===== src/rtl/exmem_pipe_reg.sv =====
// EX/MEM pipeline register: valid/ready single-entry buffer with flush, registered
// effective address, lane-replicated store data and byte enables. Define EXMEM_MISALIGN_EN to add misalign_o.
module exmem_pipe_reg #(
  parameter int unsigned XLEN    = 32,
  parameter int unsigned RADDR_W = 5
) (
  input  logic               clk_i,
  input  logic               rst_i,
  input  logic               flush_i,
  input  logic               valid_i,
  output logic               ready_o,
  input  logic [1:0]         WB_i,
  input  logic [1:0]         Mem_i,
  input  logic [1:0]         size_i,
  input  logic [XLEN-1:0]    ALUres_i,
  input  logic [XLEN-1:0]    rs1_data_i,
  input  logic [XLEN-1:0]    rs2_data_i,
  input  logic [XLEN-1:0]    imm_i,
  input  logic [RADDR_W-1:0] rd_addr_i,
  output logic               valid_o,
  input  logic               ready_i,
  output logic [1:0]         WB_o,
  output logic [1:0]         Mem_o,
  output logic [1:0]         size_o,
  output logic [RADDR_W-1:0] rd_addr_o,
  output logic [XLEN-1:0]    ALUres_o,
  output logic [XLEN-1:0]    Memaddr_o,
  output logic [XLEN-1:0]    Memdata_o,
`ifdef EXMEM_MISALIGN_EN
  output logic               misalign_o,
`endif
  output logic [XLEN/8-1:0]  Membe_o
);

  localparam int unsigned LANES = XLEN / 8;
  localparam int unsigned OFFW  = $clog2(LANES);
  localparam int unsigned MW    = 2 * LANES;

  logic               valid_q, valid_d;
  logic [1:0]         wb_q, wb_d, mem_q, mem_d, size_q, size_d;
  logic [RADDR_W-1:0] rd_q, rd_d;
  logic [XLEN-1:0]    alu_q, alu_d, addr_q, addr_d, data_q, data_d;
  logic [LANES-1:0]   be_q, be_d;

  logic [XLEN-1:0]    addr_c, data_c;
  logic [OFFW-1:0]    off_c;
  logic [1:0]         size_eff_c;
  logic [3:0]         nb_c;
  logic [MW-1:0]      mask_c;
  logic [LANES-1:0]   be_c;
  logic               capture_c;

`ifdef EXMEM_MISALIGN_EN
  logic mis_q, mis_d, mis_c;
`endif

  assign ready_o   = ~valid_q | ready_i;
  assign capture_c = valid_i & ready_o & ~flush_i;

  always_comb begin
    addr_c     = rs1_data_i + ((Mem_i == 2'b01) ? rs2_data_i : imm_i);
    off_c      = addr_c[OFFW-1:0];
    size_eff_c = ((XLEN == 32) && (size_i == 2'b11)) ? 2'b10 : size_i;
    nb_c       = 4'd1 << size_eff_c;
    // Mask is built double-width so the shifted-out upper lanes truncate cleanly.
    mask_c     = (MW'(1) << nb_c) - MW'(1);
    mask_c     = mask_c << off_c;
    be_c       = (Mem_i == 2'b00) ? '0 : mask_c[LANES-1:0];
    unique case (size_eff_c)
      2'b00:   data_c = {LANES{rs2_data_i[7:0]}};
      2'b01:   data_c = {(LANES/2){rs2_data_i[15:0]}};
      2'b10:   data_c = {(LANES/4){rs2_data_i[31:0]}};
      default: data_c = rs2_data_i;
    endcase
`ifdef EXMEM_MISALIGN_EN
    mis_c = (Mem_i != 2'b00) && ((4'(off_c) & (nb_c - 4'd1)) != 4'd0);
`endif
  end

  always_comb begin
    valid_d = valid_q;
    wb_d    = wb_q;
    mem_d   = mem_q;
    size_d  = size_q;
    rd_d    = rd_q;
    alu_d   = alu_q;
    addr_d  = addr_q;
    data_d  = data_q;
    be_d    = be_q;
`ifdef EXMEM_MISALIGN_EN
    mis_d   = mis_q;
`endif
    if (flush_i) begin
      valid_d = 1'b0;
      wb_d    = '0;
      mem_d   = '0;
`ifdef EXMEM_MISALIGN_EN
      mis_d   = 1'b0;
`endif
    end else if (capture_c) begin
      valid_d = 1'b1;
      wb_d    = WB_i;
      mem_d   = Mem_i;
      size_d  = size_i;
      rd_d    = rd_addr_i;
      alu_d   = ALUres_i;
      addr_d  = addr_c;
      data_d  = data_c;
      be_d    = be_c;
`ifdef EXMEM_MISALIGN_EN
      // Misaligned access stays valid for the trap logic but is stripped of side effects.
      mis_d   = mis_c;
      if (mis_c) begin
        mem_d   = '0;
        be_d    = '0;
        wb_d[1] = 1'b0;
      end
`endif
    end else if (ready_i) begin
      valid_d = 1'b0;
      wb_d    = '0;
      mem_d   = '0;
`ifdef EXMEM_MISALIGN_EN
      mis_d   = 1'b0;
`endif
    end
  end

  always_ff @(posedge clk_i or negedge rst_i) begin
    if (!rst_i) begin
      valid_q <= 1'b0;
      wb_q    <= '0;
      mem_q   <= '0;
      size_q  <= '0;
      rd_q    <= '0;
      alu_q   <= '0;
      addr_q  <= '0;
      data_q  <= '0;
      be_q    <= '0;
`ifdef EXMEM_MISALIGN_EN
      mis_q   <= 1'b0;
`endif
    end else begin
      valid_q <= valid_d;
      wb_q    <= wb_d;
      mem_q   <= mem_d;
      size_q  <= size_d;
      rd_q    <= rd_d;
      alu_q   <= alu_d;
      addr_q  <= addr_d;
      data_q  <= data_d;
      be_q    <= be_d;
`ifdef EXMEM_MISALIGN_EN
      mis_q   <= mis_d;
`endif
    end
  end

  assign valid_o   = valid_q;
  assign WB_o      = wb_q;
  assign Mem_o     = mem_q;
  assign size_o    = size_q;
  assign rd_addr_o = rd_q;
  assign ALUres_o  = alu_q;
  assign Memaddr_o = addr_q;
  assign Memdata_o = data_q;
  assign Membe_o   = be_q;
`ifdef EXMEM_MISALIGN_EN
  assign misalign_o = mis_q;
`endif

endmodule


===== config.mk =====
export PLATFORM = sky130hd
export DESIGN_NAME = exmem_pipe_reg
export DESIGN_NICKNAME = d
export VERILOG_FILES = /design/src/rtl/exmem_pipe_reg.sv
export SDC_FILE = /design/constraint.sdc
export NUM_CORES = 1
export LEC_CHECK = 0
export CORE_ASPECT_RATIO = 1.4
export CORE_MARGIN = 2
export CORE_UTILIZATION = 45
export CTS_BUF_LIST = sky130_fd_sc_hd__clkbuf_16
export DETAILED_ROUTE_END_ITERATION = 8
export PLACE_DENSITY = 0.84
export SLEW_MARGIN = 0
export SYNTH_ARGS = -nofsm -noshare
export SYNTH_HDL_FRONTEND = slang
export SYNTH_SLANG_ARGS = --single-unit

===== constraint.sdc =====
create_clock -name clk_i -period 2.8 [get_ports clk_i]
set_clock_uncertainty 0.2 [all_clocks]
set_input_delay 0.42 -clock clk_i [delete_from_list [all_inputs] [get_ports clk_i]]
set_output_delay 0.42 -clock clk_i [all_outputs]
set_load 0.1 [all_outputs]

# [Yosys cells after proc, flatten, opt, wreduce, memory -nomap -nowiden]
# Index checks and enable logic that the tools add are counted.
[totals] regBits=112 output_inout_bits=113
[op_classes] addsub=2 n_eq_ne=3 shift=3 n_mux=12 n_bitwise=5 reduce_logical=4
[op_table] op="32-bit one-hot mux with 2 select lines" n=1
[op_table] op="32-bit adder" n=1
[op_table] op="32-bit 2-to-1 mux" n=1
[op_table] op="2-bit 2-to-1 mux" n=6
[op_table] op="1-bit by 4-bit left shift with 8-bit output (first input constant)" n=1
[op_table] op="8-bit by 2-bit left shift with 4-bit output" n=1
[op_table] op="8-bit by 2-bit subtractor with 8-bit output (second input constant)" n=1
[op_table] op="2-bit by 1-bit equality test with 1-bit output (second input constant)" n=2
[op_table] op="2-bit logical NOT" n=2
[op_table] op="4-bit 2-to-1 mux" n=1
[op_table] op="1-bit by 2-bit left shift with 4-bit output (first input constant)" n=1
[op_table] op="1-bit 2-to-1 mux" n=3
[op_table] op="3-bit nonzero test" n=1
[op_table] op="1-bit bitwise AND" n=2
[op_table] op="2-bit equality test (second input constant)" n=1
[op_table] op="1-bit NOT" n=2
[op_table] op="2-bit AND reduction" n=1
[op_table] op="1-bit bitwise OR" n=1

# [Longest topological paths before layout]
[logic_depth] depth_word=7 ltp_mapped=13 mapped_depth_nobuf=11

# [Least setup slack after synthesis]
# Ideal clock, no wire load.
[synth_timing] kind="input-to-reg" start="in Mem_i[1]" end="reg addr_q[28] (netlist: Memaddr_o[28])" setup_ns=0.129 arrival_ns=3.476 t_required_ns=2.471 setup_slack_ns=-1.005 path_stages=13 n_path_buf=2 path_cell_list="nand2b_1 clkbuf_1 buf_1 mux2_2 ha_1 fa_1 a21o_1 a221o_2 a311oi_4 a211oi_2 o31ai_2 xor2_1 o21ai_1"
[synth_between] elab_chain_len=3
[synth_rtl] item="start: declaration" line="13" text="input logic [1:0] Mem_i,"
[synth_rtl] item="2-bit by 1-bit equality test with 1-bit output" line="61" text="addr_c = rs1_data_i + ((Mem_i == 2'b01) ? rs2_data_i : imm_i);"
[synth_rtl] item="32-bit 2-to-1 mux" line="61"
[synth_rtl] item="32-bit adder" line="61"
[synth_rtl] item="end signal: assignment" line="150" text="addr_q <= addr_d;"
[synth_rtl] item="end: declaration" line="42" text="logic [XLEN-1:0] alu_q, alu_d, addr_q, addr_d, data_q, data_d;"
# No other way between the ends.
# A chain may end at the register's enable or synchronous reset.

# [Worst setup path in the final report]
[layout_timing] start="in Mem_i[1]" end="reg addr_q[22] (netlist: Memaddr_o[22])"
# Same word-level chain as after synthesis.

==> impl_metrics.py <==
metrics = {
    "status": {
        "status": "finished, violations left",
        "violations": "negative setup slack",
    },
    "floorplanning": {
        "dieWidth_microns": 106,
        "initial_core_util_pct": 45.9,
        "fp.dieH_microns": 147,
        "io_pins": 257,
        "dieArea_sq_um": 15700,
        "rows": 52,
        "fp.coreArea_sq_um": 14400,
    },
    "setup_path": {
        "cp_slowest_stage_delay_ps": 390,
        "r2r_start": "valid_o",
        "cp-start-kind": "input port",
        "crit_chain": "buf_6, nand2b_4, mux2_4, ha_4, fa_2, a21o_1, a221o_2, buf_6, nand4_1, a31oi_4, a21oi_4, xor2_1, o21ai_1",
        "rr_endpoint": "Memdata_o[31]",
        "cp_data_required_time_ps": 2830,
        "r2r_slack_ps": 840,
        "critPathMaxFanout": 5,
        "r2r_cells": 5,
        "cp_slowest_cell": "a221o_2",
        "crit_top_cell": "buf_6",
        "criticalPathCategory": "in -> reg",
        "crit_path_end_kind": "flop",
        "crit_arrival_ps": 2990,
    },
    "power_and_ir_drop": {
        "power_mw": 7.80,
        "pwr_density_cell_nw_per_um2": 712,
        "irDropWorstVdd_v": 0.000542,
        "p_leak_nw": 5.27,
    },
    "place": {
        "gp_congestion": 0.930,
        "preCtsSetupSlack_ps": -1000,
        "port_buffers": 256,
        "place_area_sq_um": 10100,
        "hpwl_microns": 18700,
        "dp_cells": 1288,
    },
    "cts": {
        "htree_num_levels": 3,
        "clock_sinks": 112,
        "clk_latency_ps": 350,
        "cts-root-buf": "clkbuf_16",
        "tritoncts": "built",
        "clk_pin_slew_worst_paths_ps": 80,
        "cts_made_buffers": 9,
        "cts.path.max_buffers": 2,
    },
    "sta": {
        "fmax_mhz": 337,
        "rsz0062_at_grt": "true",
        "setup_viol": 19,
        "max_slew.worst_pin.slew_ps": 670,
        "finalMaxSlewViolations": 0,
        "setup_ws_ps": -168,
        "max-slew-margin-rel_pct": 55.2,
        "period_share_pct": 106,
        "finalSetupTns_ps": -1740,
        "hold_viol_final": 0,
        "final.min_clock_period_ps": 2970,
    },
    "synthesis": {
        "synth.area.top_cells": "dfrtp_1 (42%), nand2_1 (13%), ha_1 (6.4%)",
        "synthesis.area_sq_um": 6600,
        "syn-num-nets": 930,
        "synth_seq_cells": 112,
        "yosysSeqAreaShare_pct": 42.5,
        "yosys.area.top_type_share_pct": 42.5,
        "synth_cells": 751,
        "yosys_warnings": 0,
        "synth_largest_area_cell": "dfrtp_1",
        "synth_area_per_cell_sq_um": 8.79,
        "synth-edff-count": 0,
        "async_reset_ff_share_pct": 100,
        "ys_types": 58,
        "synth-main-ff-cell": "dfrtp_1",
    },
    "routing": {
        "num_vias": 7105,
        "drcViolationCount": 0,
        "routed_wl_microns": 24600,
        "ant_nets": 0,
        "avgViaCountPerCell": 5.41,
        "wire_per_inst_microns": 18.7,
        "drt-initial-drc-count": 404,
        "dr.pass1.iters": 5,
    },
    "layout": {
        "fin_cells": 1314,
        "final_cell_mix": "buf_4 (237), nand2_1 (221), clkdlybuf4s50_1 (130)",
        "drive_above_1_share_pct": 33.3,
        "fin_nets": 1298,
        "area_delta_synth_final_pct": 65.9,
        "stdcell_area_sq_um": 10900,
        "final_common_cell": "buf_4",
    },
    "global_route": {
        "grt_pass1_wl_microns": 36300,
        "gr-total-overflow": 0,
        "grt_usage_pct": 29.9,
        "antenna_found_initial": 0,
        "grt_max_degree": 50,
        "grt_pass1_vias": 7064,
    },
    "worst_hold_path": {
        "hold_start": "Mem_i[1]",
        "whs_endpoint": "Mem_o[1]",
        "worstHoldPathCells": 4,
        "hp-class": "in -> reg",
    },
    "job": {
        "drv_cap": 0,
    },
}
[how the worst max path moves through the flow]
| stage | startpoint | to | slack (ps) | cells past startpoint |
|---|---|---|---|---|
| 4_1_cts | Mem_i[1] | Memaddr_o[22] | -130 | 13 |
| 6_report | Mem_i[1] | Memaddr_o[22] | -170 | 13 |
| 3_5_place_dp | Mem_i[1] | Memaddr_o[22] | -1000 | 13 |
| 3_3_place_gp | Mem_i[1] | Memaddr_o[28] | -970 | 12 |
| 5_1_grt | Mem_i[0] | Memaddr_o[22] | -270 | 13 |
| 2_1_floorplan | Mem_i[1] | Memaddr_o[28] | -660 | 13 |
[kinds of logic (layout without fill, tap and decap cells)]
kind of cell               Yosys count  in the layout  share of synthesized area [%]
AOI/OAI and AO/OA                  170            170                           16.7
xor gates and xnor gates            23             23                           3.05
adders and majority gates           35             35                           6.75
buffers and inverters               45            418                           2.60
DFF                                112            112                           42.5
muxes                               59             59                           9.56
other                                0              1                              0
and+or+nand+nor                    307            307                           18.9
[routing by layer]
| metal | track usage (%) | vias up | wire, microns |
|---|---|---|---|
| li1 | - | 3345 | - |
| met1 | 34.3 | 3379 | 9210 |
| met2 | 54.0 | 303 | 12700 |
| met3 | 4.08 | 78 | 1360 |
| met4 | 14.8 | 0 | 1320 |
| met5 | 0 | - | 0 |
[cells in the mapped netlist, types with 3 or more instances]
cell type	number
o211ai_1	3
a22oi_1	5
a211oi_1	4
nand3_1	6
a21oi_1	43
ha_1	34
o21ai_0	57
nand2_1	224
xor2_1	12
o31ai_2	3
o21bai_1	6
nand4_1	7
mux2_2	32
clkbuf_1	30
buf_1	4
inv_1	9
nand2b_1	3
a21o_1	13
and3_1	6
xnor2_1	11
nor3_1	10
nor2_1	40
dfrtp_1	112
o21a_1	3
o31ai_1	5
mux2i_1	27
[metrics by stage]
step / utilization [%] / hold slack (ps)
CTS: 74.5 / 262
floorplan: - / -75.6
finish: 76.1 / 269
global placement: 70.5 / 258
detailed placement: 70.5 / 264
global route: 76.1 / 268
[critical path, delay by kind of cell]
kind,cells,cell delay [ps]
AO/OA/AOI/OAI,5,1020
adder cells (fa/ha/maj),2,530
multiplexers,1,320
AND/OR/NAND/NOR,2,270
buffers and inverters,2,220
XOR/XNOR,1,200
[cell type report]
type / instances / area, sq um
clock inverter: 7 / 66.3
inverter: 9 / 33.8
fill: 1013 / 3430
clock buffer: 9 / 225
multi-input combinational: 594 / 4180
sequential: 112 / 2800
tap: 189 / 236
antenna: 1 / 2.50
timing repair buffer: 393 / 3400
[registers in the layout, indices dropped and copies added (netlist names)]
signal     cells
ALUres_o      32
WB_o           2
size_o         2
rd_addr_o      5
Mem_o          2
Memdata_o     32
Membe_o        4
Memaddr_o     32
valid_o        1
[power by group]
part / internal, mW / switching [mW] / total (mW)
clock network: 0.626 / 0.646 / 1.27
logic: 1.26 / 3.19 / 4.45
registers: 1.91 / 0.170 / 2.08
[what timing repair did]
item	4_1_cts	5_1_grt
endpoints found under the hold margin	44	0
gates resized for setup	62	45
buffers inserted	5	3
pin swaps	28	26
hold buffers	1	0
endpoints found under the setup margin	25	23
(Power assumes the default switching activity.)
